File: config.mk
export PLATFORM = sky130hd
export DESIGN_NAME = adder_arbiter
export DESIGN_NICKNAME = d
export VERILOG_FILES = /design/src/rtl/adder_arbiter.sv
export SDC_FILE = /design/constraint.sdc
export NUM_CORES = 1
export LEC_CHECK = 0
export BUFFER_PORTS_ARGS = -buffer_cell sky130_fd_sc_hd__buf_4
export CAP_MARGIN = 15
export CORE_AREA = 2 2 129 131
export DETAILED_ROUTE_END_ITERATION = 7
export DIE_AREA = 0 0 131 133
export SLEW_MARGIN = 20
export SYNTH_ARGS = -nofsm -noshare
export SYNTH_HDL_FRONTEND = slang
export SYNTH_SLANG_ARGS = --single-unit
File: constraint.sdc
create_clock -name clk -period 1.9 [get_ports clk]
set_clock_uncertainty 0.1 [all_clocks]
set_input_delay 0.475 -clock clk [delete_from_list [all_inputs] [get_ports clk]]
set_output_delay 0.475 -clock clk [all_outputs]
set_load 0.02 [all_outputs]
File: src/rtl/adder_arbiter.sv
// adder_arbiter
//   Two-requester round-robin front end for a shared, externally pipelined
//   32-bit adder. A request is accepted when it is valid and its ready is
//   high. The granted operands are sent to the adder in that same cycle.
//   A {valid, id} tag travels alongside the adder pipeline, so each result
//   leaves on rsp_* ADD_LATENCY cycles later and is marked with its owner.
//
// Parameters
//   ADD_LATENCY  adder pipeline depth in cycles (1..16), default 4
//
// Ports
//   clk, reset                 clock, synchronous active-high reset
//   en                         grant enable (in-flight results still return)
//   req{0,1}_valid/_ready      request handshake per requester
//   req{0,1}_a/_b/_cin         operands per requester
//   add_a/add_b/add_cin        operands to shared adder (zero when idle)
//   add_sum/add_cout           shared adder result
//   rsp_valid/rsp_id           result valid and owning requester
//   rsp_sum/rsp_cout           result (zero when rsp_valid is low)
//   busy                       at least one operation in flight
//   grant_cnt0/grant_cnt1      saturating accepted-operation counters
//
// Build option
//   ADDER_ARB_STATS_EN  when defined, the grant counters are implemented.
//                       Otherwise both counter outputs read 0.
module adder_arbiter #(
  parameter int unsigned ADD_LATENCY = 4
) (
  input  logic        clk,
  input  logic        reset,
  input  logic        en,
  input  logic        req0_valid,
  input  logic        req1_valid,
  output logic        req0_ready,
  output logic        req1_ready,
  input  logic [31:0] req0_a,
  input  logic [31:0] req0_b,
  input  logic        req0_cin,
  input  logic [31:0] req1_a,
  input  logic [31:0] req1_b,
  input  logic        req1_cin,
  output logic [31:0] add_a,
  output logic [31:0] add_b,
  output logic        add_cin,
  input  logic [31:0] add_sum,
  input  logic        add_cout,
  output logic        rsp_valid,
  output logic        rsp_id,
  output logic [31:0] rsp_sum,
  output logic        rsp_cout,
  output logic        busy,
  output logic [31:0] grant_cnt0,
  output logic [31:0] grant_cnt1
);

  logic                   last_grant;
  logic [ADD_LATENCY-1:0] tag_valid;
  logic [ADD_LATENCY-1:0] tag_id;
  logic                   xfer;
  logic                   xfer_id;

  // When both requesters are valid, the one that was not granted last wins.
  // Reset blocks every grant, so nothing is accepted in the reset cycle.
  always_comb begin
    req0_ready = 1'b0;
    req1_ready = 1'b0;
    if (en && !reset) begin
      req0_ready = req0_valid && (!req1_valid || last_grant);
      req1_ready = req1_valid && (!req0_valid || !last_grant);
    end
  end

  assign xfer    = req0_ready || req1_ready;
  assign xfer_id = req1_ready;

  always_comb begin
    add_a   = '0;
    add_b   = '0;
    add_cin = 1'b0;
    if (req0_ready) begin
      add_a   = req0_a;
      add_b   = req0_b;
      add_cin = req0_cin;
    end else if (req1_ready) begin
      add_a   = req1_a;
      add_b   = req1_b;
      add_cin = req1_cin;
    end
  end

  always_ff @(posedge clk) begin
    if (reset) begin
      last_grant <= 1'b1;
    end else if (xfer) begin
      last_grant <= xfer_id;
    end
  end

  // Tag slot 0 is loaded at the end of the transfer cycle. Slot k is
  // therefore visible k+1 cycles later, and the last slot lines up with the
  // adder output.
  always_ff @(posedge clk) begin
    if (reset) begin
      tag_valid <= '0;
      tag_id    <= '0;
    end else begin
      for (int unsigned i = 1; i < ADD_LATENCY; i++) begin
        tag_valid[i] <= tag_valid[i-1];
        tag_id[i]    <= tag_id[i-1];
      end
      tag_valid[0] <= xfer;
      tag_id[0]    <= xfer_id;
    end
  end

  // The outputs are gated with reset so that the reset cycle itself is quiet.
  assign rsp_valid = tag_valid[ADD_LATENCY-1] && !reset;
  assign rsp_id    = rsp_valid && tag_id[ADD_LATENCY-1];
  assign rsp_sum   = rsp_valid ? add_sum : '0;
  assign rsp_cout  = rsp_valid && add_cout;
  assign busy      = (|tag_valid) && !reset;

`ifdef ADDER_ARB_STATS_EN
  logic [31:0] cnt0_q;
  logic [31:0] cnt1_q;

  always_ff @(posedge clk) begin
    if (reset) begin
      cnt0_q <= '0;
      cnt1_q <= '0;
    end else begin
      if (req0_ready && cnt0_q != '1) cnt0_q <= cnt0_q + 32'd1;
      if (req1_ready && cnt1_q != '1) cnt1_q <= cnt1_q + 32'd1;
    end
  end

  assign grant_cnt0 = cnt0_q;
  assign grant_cnt1 = cnt1_q;
`else
  assign grant_cnt0 = '0;
  assign grant_cnt1 = '0;
`endif

endmodule
# Yosys cells after proc, flatten, opt, wreduce, memory -nomap -nowiden
# Index checks and enable logic that the tools add are counted.
[word_totals]
reg_bits = 9
out_inout_bits = 167
elab_cells = 27
[classes]
muxes = 9
reduce_logical = 15
[op_table]
columns = ["op", "n"]
rows = [
  ["32-bit two-way mux", 5],
  ["1-bit logical AND", 7],
  ["1-bit zero test", 4],
  ["1-bit two-way mux", 4],
  ["4-bit OR reduction", 1],
  ["1-bit logical OR", 3],
]

# Logic depth before layout (Yosys ltp)
# Gate-level depths: netlist of run 1.
[logic_depth]
depth_word = 6
ltp_mapped = 6
ltp_nobuf = 3

# Worst setup path before layout of run 1
# Ideal clock, no wire load.
[synth_timing]
path_type = "input port to output port"
start = "in en"
end = "out add_a[22]"
t_arrival_ps = 1447
path_slack_ps = -122
stages = 5
path_cell_list = "nor2b_1 > and3_1 > clkbuf_1 > buf_2 > a22o_1"
[synth_via]
elab_chain_len = 4
elab_cells_between_ends = 5
[synth_lines]
columns = ["item", "line", "text"]
rows = [
  ["start: declaration", "31", "input logic en,"],
  ["1-bit logical AND", "67", "if (en && !reset) begin"],
  ["1-bit two-way mux", "67", ""],
  ["net req1_ready", "35", "output logic req1_ready,"],
  ["32-bit two-way mux", "84", "end else if (req1_ready) begin"],
  ["32-bit two-way mux", "80", "if (req0_ready) begin"],
  ["end: declaration", "42", "output logic [31:0] add_a,"],
]
# The timed path passes the listed nets, and every way through them passes these cells.

# Worst setup path after layout of run 1
[layout_timing]
start = "reg last_grant"
end = "out add_a[4]"
[layout_via]
elab_chain_len = 6
elab_cells_between_ends = 9
[layout_lines]
columns = ["item", "line", "text"]
rows = [
  ["start: declaration", "56", "logic last_grant;"],
  ["start signal: assignment", "95", "last_grant <= xfer_id;"],
  ["1-bit zero test", "69", "req1_ready = req1_valid && (!req0_valid || !last_grant);"],
  ["1-bit logical OR", "69", ""],
  ["1-bit logical AND", "69", ""],
  ["1-bit two-way mux", "67", ""],
  ["32-bit two-way mux", "84", ""],
  ["32-bit two-way mux *", "80", ""],
]
# Mark *: on every way between the ends. The rest lies on a longest branch, timed or not.

==> results.json, run 1 <==
{
  "hold_viol": 0,
  "netlist_top_cells_area": "a22o_1 (34%), buf_4 (29%), and2_1 (13%)",
  "final.fill_count": 1703,
  "synth_area_leader_cell": "a22o_1",
  "numClockSinks": 9,
  "setup_tns_ns": -13.09,
  "antenna_found_initial": 0,
  "pre_cts_slack_ns": -0.212,
  "synthFlopType": "dfxtp_1",
  "area_growth_pct": 199,
  "pin_count": 335,
  "gp_congestion": 0.711,
  "core_area_um2": 16200,
  "grt_pass1_vias": 2319,
  "yosysSeqAreaShare_pct": 10.7,
  "numCtsBuffers": 3,
  "vias": 2517,
  "report.final.slew_viol_count": 0,
  "synthArstFlopShare_pct": 0,
  "synth-edff-count": 0,
  "finalSetupViolations": 95,
  "grt_use_total_pct": 9.66,
  "tritoncts": "yes",
  "synth.cells.most_frequent": "a22o_1 (65), buf_4 (65), and2_1 (34), buf_2 (10), dfxtp_1 (9)",
  "root_buffer": "clkbuf_16",
  "grt_overflow": 0,
  "period_share_pct": 110,
  "p_leak_nw": 2.64,
  "hold_class": "flip-flop to flip-flop",
  "rows": 47,
  "wl_um": 10100,
  "yosys_warnings": 0,
  "clock.fmax_mhz": 479,
  "max_cap_viol_count": 0,
  "drtIter0Drc": 42,
  "wl_per_cell_um": 14.2,
  "period_needed_ns": 2.09,
  "fin_util_pct": 31.1,
  "status": "finished with violations",
  "dp_hpwl_um": 7210,
  "nets": 663,
  "final_cells": 714,
  "cp_max_fo": 6,
  "grt_max_degree": 39,
  "drc_errors": 0,
  "drtAntennaViolNets": 0,
  "netlist_instances": 211,
  "drive_above_1_share_pct": 75.7,
  "dieArea_um2": 17400,
  "dp_cells": 691,
  "insertion_delay_ns": 0.23,
  "synth_top_area_share_pct": 33.8,
  "synth_seq_cells": 9,
  "violations": "setup timing",
  "syn_avg_cell_area_um2": 7.98,
  "initial_core_util_pct": 10.4,
  "critical_path_class": "flip-flop to primary output",
  "arrival_ns": 1.51,
  "via_per_inst": 3.53,
  "power_mw": 1.45,
  "setup_ws_ns": -0.188,
  "dr.pass1.iters": 4,
  "die_w_um": 131,
  "htree_levels": 1,
  "irDropWorstVdd_uv": 228,
  "die_h_um": 133,
  "r2r_slack_ns": 0.57,
  "p_per_area_nw_per_um2": 289,
  "worstSetupStartpointType": "flip-flop",
  "n_antenna_cell": 0,
  "ys_types": 19,
  "rsz0062_at_grt": "yes",
  "cts_buffer_depth": 2,
  "end_kind": "primary output",
  "worstPathRequired_ns": 1.32,
  "grt_first_pass_wirelength_um": 12900,
  "clk_pin_slew_ns": 0.04,
  "netlist_area_um2": 1680,
  "io_buffers": 270
}
per-stage QoR:
| stage | hold WS [ns] | cell area [µm²] |
|---|---|---|
| 6_report | 0.326 | 5020 |
| 5_1_grt | 0.339 | 5020 |
| 3_5_place_dp | 0.319 | 4050 |
| 4_1_cts | 0.328 | 4660 |
| 2_1_floorplan | 0.311 | 2250 |
| 3_3_place_gp | 0.313 | 4050 |
cells in the final DEF, fill, tap and decap left out, types with 2 or more instances in the layout:
cell type | Yosys | layout
a22o_1 | 65 | 34
a22o_4 | 0 | 31
and2_4 | 0 | 34
and2b_1 | 5 | 5
and3_4 | 0 | 2
buf_12 | 0 | 11
buf_16 | 0 | 4
buf_4 | 65 | 172
buf_6 | 4 | 105
buf_8 | 0 | 2
clkbuf_16 | 0 | 8
conb_1 | 1 | 64
dfxtp_1 | 9 | 8
nor2b_4 | 0 | 2
cell type report:
cell class / count / area (µm²) / share of cell area (%)
Clock buffer: 4 / 78.8 / 1.57
Timing Repair Buffer: 299 / 2960 / 58.9
Tap cell: 220 / 275 / 5.48
Sequential cell: 9 / 181 / 3.61
Multi-Input combinational cell: 182 / 1530 / 30.5
kinds of logic after synthesis:
group           count (synthesis)  share of synthesized area [%]
compound gates                 67                           34.5
buf+inv                        83                           35.5
flops                           9                           10.7
other cells                     1                          0.223
simple gates                   51                           19.0
per-layer routing:
| metal | track usage, % | share of wire [%] | up-vias |
|---|---|---|---|
| li1 | - | - | 1197 |
| met2 | 17.7 | 54 | 182 |
| met3 | 2.63 | 8.5 | 2 |
| met5 | 0 | 0 | - |
| met1 | 11.6 | 37 | 1136 |
| met4 | 0.591 | 0.11 | 0 |
critical path: stages, from the launching register on:
cell and delay, ns:
dfxtp_2 0.32, nand2b_4 0.13, and3_4 0.18, buf_12 0.14, clkbuf_16 0.16, a22o_4 0.21, buf_6 0.13
sequential cells by signal, summed over array words and instances, names as in the netlist:
name / count
tag_id: 4
tag_valid: 4
last_grant: 1
report_power, final:
group / total [mW] / internal, mW / switching [mW]
clock network: 0.368 / 0.280 / 0.0883
registers: 0.200 / 0.196 / 0.00308
logic: 0.884 / 0.487 / 0.397
total: 1.45 / 0.964 / 0.488
worst paths after layout:
path	start	cells past startpoint	end
worst min-delay path	tag_id[0]	1	tag_id[1]
worst min register to register	tag_id[0]	1	tag_id[1]
worst max register to register	last_grant	5	tag_valid[0]
worst max-delay path	last_grant	6	add_a[4]
what timing repair did:
item                                    4_1_cts  5_1_grt
pin swaps                                    11       19
hold buffers                                  0        0
setup buffers                                 3        5
cloned                                        6        7
gates resized for setup                      97       61
endpoints found under the setup margin      101      102
Power figures use the tool's default switching activity.
==> run 2, diff against run 1 <==
--- a/config.mk
+++ b/config.mk
@@ -6,10 +6,11 @@
 export NUM_CORES = 1
 export LEC_CHECK = 0
 export BUFFER_PORTS_ARGS = -buffer_cell sky130_fd_sc_hd__buf_4
-export CAP_MARGIN = 15
+export CAP_MARGIN = 20
 export CORE_AREA = 2 2 129 131
 export DETAILED_ROUTE_END_ITERATION = 7
 export DIE_AREA = 0 0 131 133
+export SETUP_SLACK_MARGIN = 0.1
 export SLEW_MARGIN = 20
 export SYNTH_ARGS = -nofsm -noshare
 export SYNTH_HDL_FRONTEND = slang
==> run 2 against run 1 <==
  * Sequential power is essentially flat
  * Design area down 6.4%
  * The run still ends with setup timing left
  * Via count fell by 3.8%
==> results.json, run 2 (synthesis results as in run 1) <==
{
  "insertion_delay_ns": 0.23,
  "final_area_um2": 4700,
  "period_needed_ns": 2.09,
  "dp_cells": 696,
  "placed_cell_area_um2": 4280,
  "setup_tns_ns": -8.20,
  "arrival_ns": 1.51,
  "mostFrequentLayoutCells": "buf_4 (200), buf_6 (75), conb_1 (64)",
  "n_antenna_cell": 0,
  "worstPathRequired_ns": 1.32,
  "dr.pass1.iters": 4,
  "io_buffers": 270,
  "end_kind": "primary output",
  "grt_pass1_vias": 2411,
  "period_share_pct": 110,
  "numCtsBuffers": 3,
  "cts_buffer_depth": 2,
  "layout_commonest_cell": "buf_4",
  "fin_util_pct": 29.1,
  "drtIter0Drc": 53,
  "nets": 649,
  "pin_count": 335,
  "numClockSinks": 9,
  "vias": 2422,
  "cp_max_fo": 19,
  "finalSetupViolations": 66,
  "p_per_area_nw_per_um2": 305,
  "htree_levels": 1,
  "reg_top3": "tag_id x4, tag_valid x4, last_grant x1",
  "max_cap_viol_count": 0,
  "wl_per_cell_um": 13.9,
  "setup_ws_ns": -0.186,
  "antenna_found_initial": 0,
  "status": "finished with violations",
  "clk_pin_slew_ns": 0.04,
  "area_growth_pct": 179,
  "drc_errors": 0,
  "hold_buffers": 0,
  "drive_above_1_share_pct": 73.1,
  "critical_path_class": "input pin to primary output",
  "core_area_um2": 16200,
  "final_cells": 700,
  "grt_first_pass_wirelength_um": 13600,
  "irDropWorstVdd_uv": 337,
  "dp_hpwl_um": 8670,
  "wl_um": 9730,
  "drtAntennaViolNets": 0,
  "tritoncts": "yes",
  "via_per_inst": 3.46,
  "die_h_um": 133,
  "hold_viol": 0,
  "clock.fmax_mhz": 479,
  "worstSetupStartpointType": "input pin",
  "rsz0062_at_grt": "yes",
  "grt_use_total_pct": 10.2,
  "initial_core_util_pct": 10.4,
  "p_leak_nw": 2.57,
  "cts_setup_buffers": 0,
  "hold_class": "flip-flop to flip-flop",
  "grt_overflow": 0,
  "report.final.slew_viol_count": 0,
  "root_buffer": "clkbuf_16",
  "die_w_um": 131,
  "violations": "setup timing",
  "rows": 47,
  "gp_congestion": 0.722,
  "grt_max_degree": 36,
  "dieArea_um2": 17400
}
-- run 2: cell types whose count changed in the layout (fill, tap and decap cells not counted), sizes merged --
cell,previous run,this run
buf,294,285
clkbuf,9,4
-- run 2: worst paths after layout --
check | startpoint | to | slack (ns) | cells past startpoint
worst min register to register | tag_id[2] | tag_id[3] | 0.32 | 1
worst max-delay path | reset | add_b[9] | -0.19 | 6
worst max register to register | last_grant | tag_valid[0] | 0.59 | 4
worst min-delay path | tag_id[2] | tag_id[3] | 0.32 | 1
-- run 2: per-layer routing --
layer / wire (µm) / global-route usage [%] / vias to the layer above
met5: 0 / 0 / -
met4: 119 / 2.25 / 0
met3: 847 / 2.55 / 6
met2: 5030 / 18.0 / 174
met1: 3730 / 12.3 / 1077
li1: - / - / 1165
-- run 2: where the power goes --
group          total [mW]  leakage [nW]  internal [mW]  switching [mW]
sequential          0.200        0.0730          0.197         0.00335
combinational       0.871          2.46          0.466           0.405
clock               0.361        0.0382          0.280          0.0816
total                1.43          2.57          0.942           0.490
-- run 2: layout make-up --
class	instances	area, µm²
clock buffers	4	78.8
multi-input cells	182	1650
flip-flops and latches	9	181
repair buffers	285	2520
fillers	1726	11500
well taps	220	275
-- run 2: timing repair --
action                                  CTS  global route
pin swaps                                 3             1
resized for setup                        75            16
endpoints found under the setup margin  102           102
endpoints found under the hold margin     0             0
-- run 2: critical path, cell delays in order --
cell     delay [ns]
buf_8          0.11
nor2b_4        0.11
and3_4         0.27
buf_12         0.19
a22o_1         0.20
buf_6          0.13
-- run 2: stage by stage --
step | total power [mW] | setup WS (ns) | hold WS, ns
floorplan | 0.689 | -0.0416 | 0.311
global placement | 1.02 | -0.210 | 0.317
detailed placement | 1.03 | -0.205 | 0.318
CTS | 1.44 | -0.189 | 0.327
global route | 1.51 | -0.223 | 0.334
finish | 1.43 | -0.186 | 0.324
==> run 3, diff against run 2 <==
--- a/config.mk
+++ b/config.mk
@@ -15,3 +15,4 @@
 export SYNTH_ARGS = -nofsm -noshare
 export SYNTH_HDL_FRONTEND = slang
 export SYNTH_SLANG_ARGS = --single-unit
+export TNS_END_PERCENT = 5
==> run 3 against run 2 <==
  * The flow still finishes with violations (setup timing)
  * Final cell count down 0.14%
  * Sequential power about the same
  * First-iteration DRC count down 83%
==> results.json, run 3 (synthesis results as in run 1) <==
{
  "area_growth_pct": 172,
  "arrival_ns": 1.48,
  "insertion_delay_ns": 0.23,
  "numClockSinks": 9,
  "timing.hold.ws_ns": 0.336,
  "tritoncts": "yes",
  "drtIter0Drc": 9,
  "via_per_inst": 3.53,
  "p_leak_nw": 2.49,
  "rows": 47,
  "pre_cts_slack_ns": -0.233,
  "critPathTopFamily": "buffers and inverters",
  "setup_ws_ns": -0.159,
  "power_mw": 1.40,
  "max_cap_viol_count": 0,
  "layout_commonest_cell": "buf_4",
  "core_area_um2": 16200,
  "violations": "setup timing",
  "hold_class": "flip-flop to flip-flop",
  "finalSetupViolations": 66,
  "die_w_um": 131,
  "setup_tns_ns": -9.19,
  "drive_above_1_share_pct": 72.2,
  "root_buffer": "clkbuf_16",
  "grt_use_total_pct": 9.02,
  "combPwrFrac_pct": 59.4,
  "initial_core_util_pct": 10.4,
  "vias": 2469,
  "clock.fmax_mhz": 486,
  "drtAntennaViolNets": 0,
  "status": "finished with violations",
  "worstSetupStartpointType": "input pin",
  "rsz0062_at_grt": "yes",
  "power.net_switching_mw": 0.476,
  "p_per_area_nw_per_um2": 305,
  "period_needed_ns": 2.06,
  "p_int_mw": 0.923,
  "nets": 648,
  "pin_count": 335,
  "slowest_delay_ns": 0.26,
  "crit_chain": "buf_6, nor2b_4, and3_4, buf_12, a22o_4, buf_6",
  "period_share_pct": 108,
  "slowest_stage": "a22o_4",
  "antenna_found_initial": 0,
  "cpMostUsedCell": "buf_6",
  "wl_per_cell_um": 12.6,
  "cts_setup_buffers": 0,
  "hold_buffers": 0,
  "io_buffers": 270,
  "p_clk_share_pct": 26.3,
  "htree_levels": 1,
  "fin_util_pct": 28.3,
  "dp_hpwl_um": 7460,
  "irDropWorstVdd_uv": 276,
  "report.final.slew_viol_count": 0,
  "numCtsBuffers": 3,
  "p_sw_share_pct": 34.0,
  "gp_congestion": 0.668,
  "dr.pass1.iters": 2,
  "power_frac_seq_pct": 14.3,
  "cp_max_fo": 15,
  "clk_pin_slew_ns": 0.04,
  "drc_errors": 0,
  "cp_num_buf_inv": 3,
  "grt_first_pass_wirelength_um": 12200,
  "critical_path_class": "input pin to primary output",
  "die_h_um": 133,
  "hold_viol": 0,
  "mostFrequentLayoutCells": "buf_4 (205), buf_6 (70), conb_1 (64)",
  "final.fill_count": 1775,
  "reg_top3": "tag_id x4, tag_valid x4, last_grant x1",
  "worstPathRequired_ns": 1.32,
  "grt_overflow": 0,
  "end_kind": "primary output",
  "cts_buffer_depth": 2,
  "n_antenna_cell": 0,
  "dieArea_um2": 17400,
  "grt_pass1_vias": 2416,
  "wl_um": 8820,
  "grt_max_degree": 26
}
## run 3: routing by layer
| layer | part of all wire, % | GRT usage [%] | vias up |
|---|---|---|---|
| met3 | 11 | 2.67 | 2 |
| met4 | 0.22 | 0.591 | 0 |
| met1 | 36 | 10.1 | 1119 |
| li1 | - | - | 1161 |
| met2 | 53 | 17.2 | 187 |
| met5 | 0 | 0 | - |
## run 3: path summary, 6_finish.rpt
check | start | end | slack (ns) | cells past startpoint
min | tag_id[0] | tag_id[1] | 0.34 | 1
max reg2reg | last_grant | tag_valid[0] | 0.65 | 4
max | en | add_a[11] | -0.16 | 6
min reg2reg | tag_id[0] | tag_id[1] | 0.34 | 1
## run 3: what timing repair did
item / in CTS / in global routing
gates resized for setup: 93 / 6
endpoints found under the setup margin: 102 / 102
pin swaps: 14 / 0
cloned: 2 / 0
## run 3: area by class of cell
cell class                 count  area (µm²)  area share (%)
timing repair buffer         284        2500            54.6
multi-input combinational    182        1540            33.7
tap                          220         275            6.01
sequential                     9         181            3.96
clock buffer                   4        78.8            1.72
## run 3: power groups by stage
stage	logic, mW	clock network [mW]	registers [mW]
floorplan	0.469	0	0.201
global placement	0.769	0	0.202
detailed placement	0.774	0	0.202
CTS	0.835	0.376	0.200
global route	0.885	0.387	0.200
finish	0.831	0.368	0.200
## run 3: metrics by stage
stage                     cells  cell area [µm²]
after CTS                   699             4560
after global routing        699             4580
after floorplan             274             2310
after detailed placement    693             4100
after global placement      693             4100
final                       699             4580
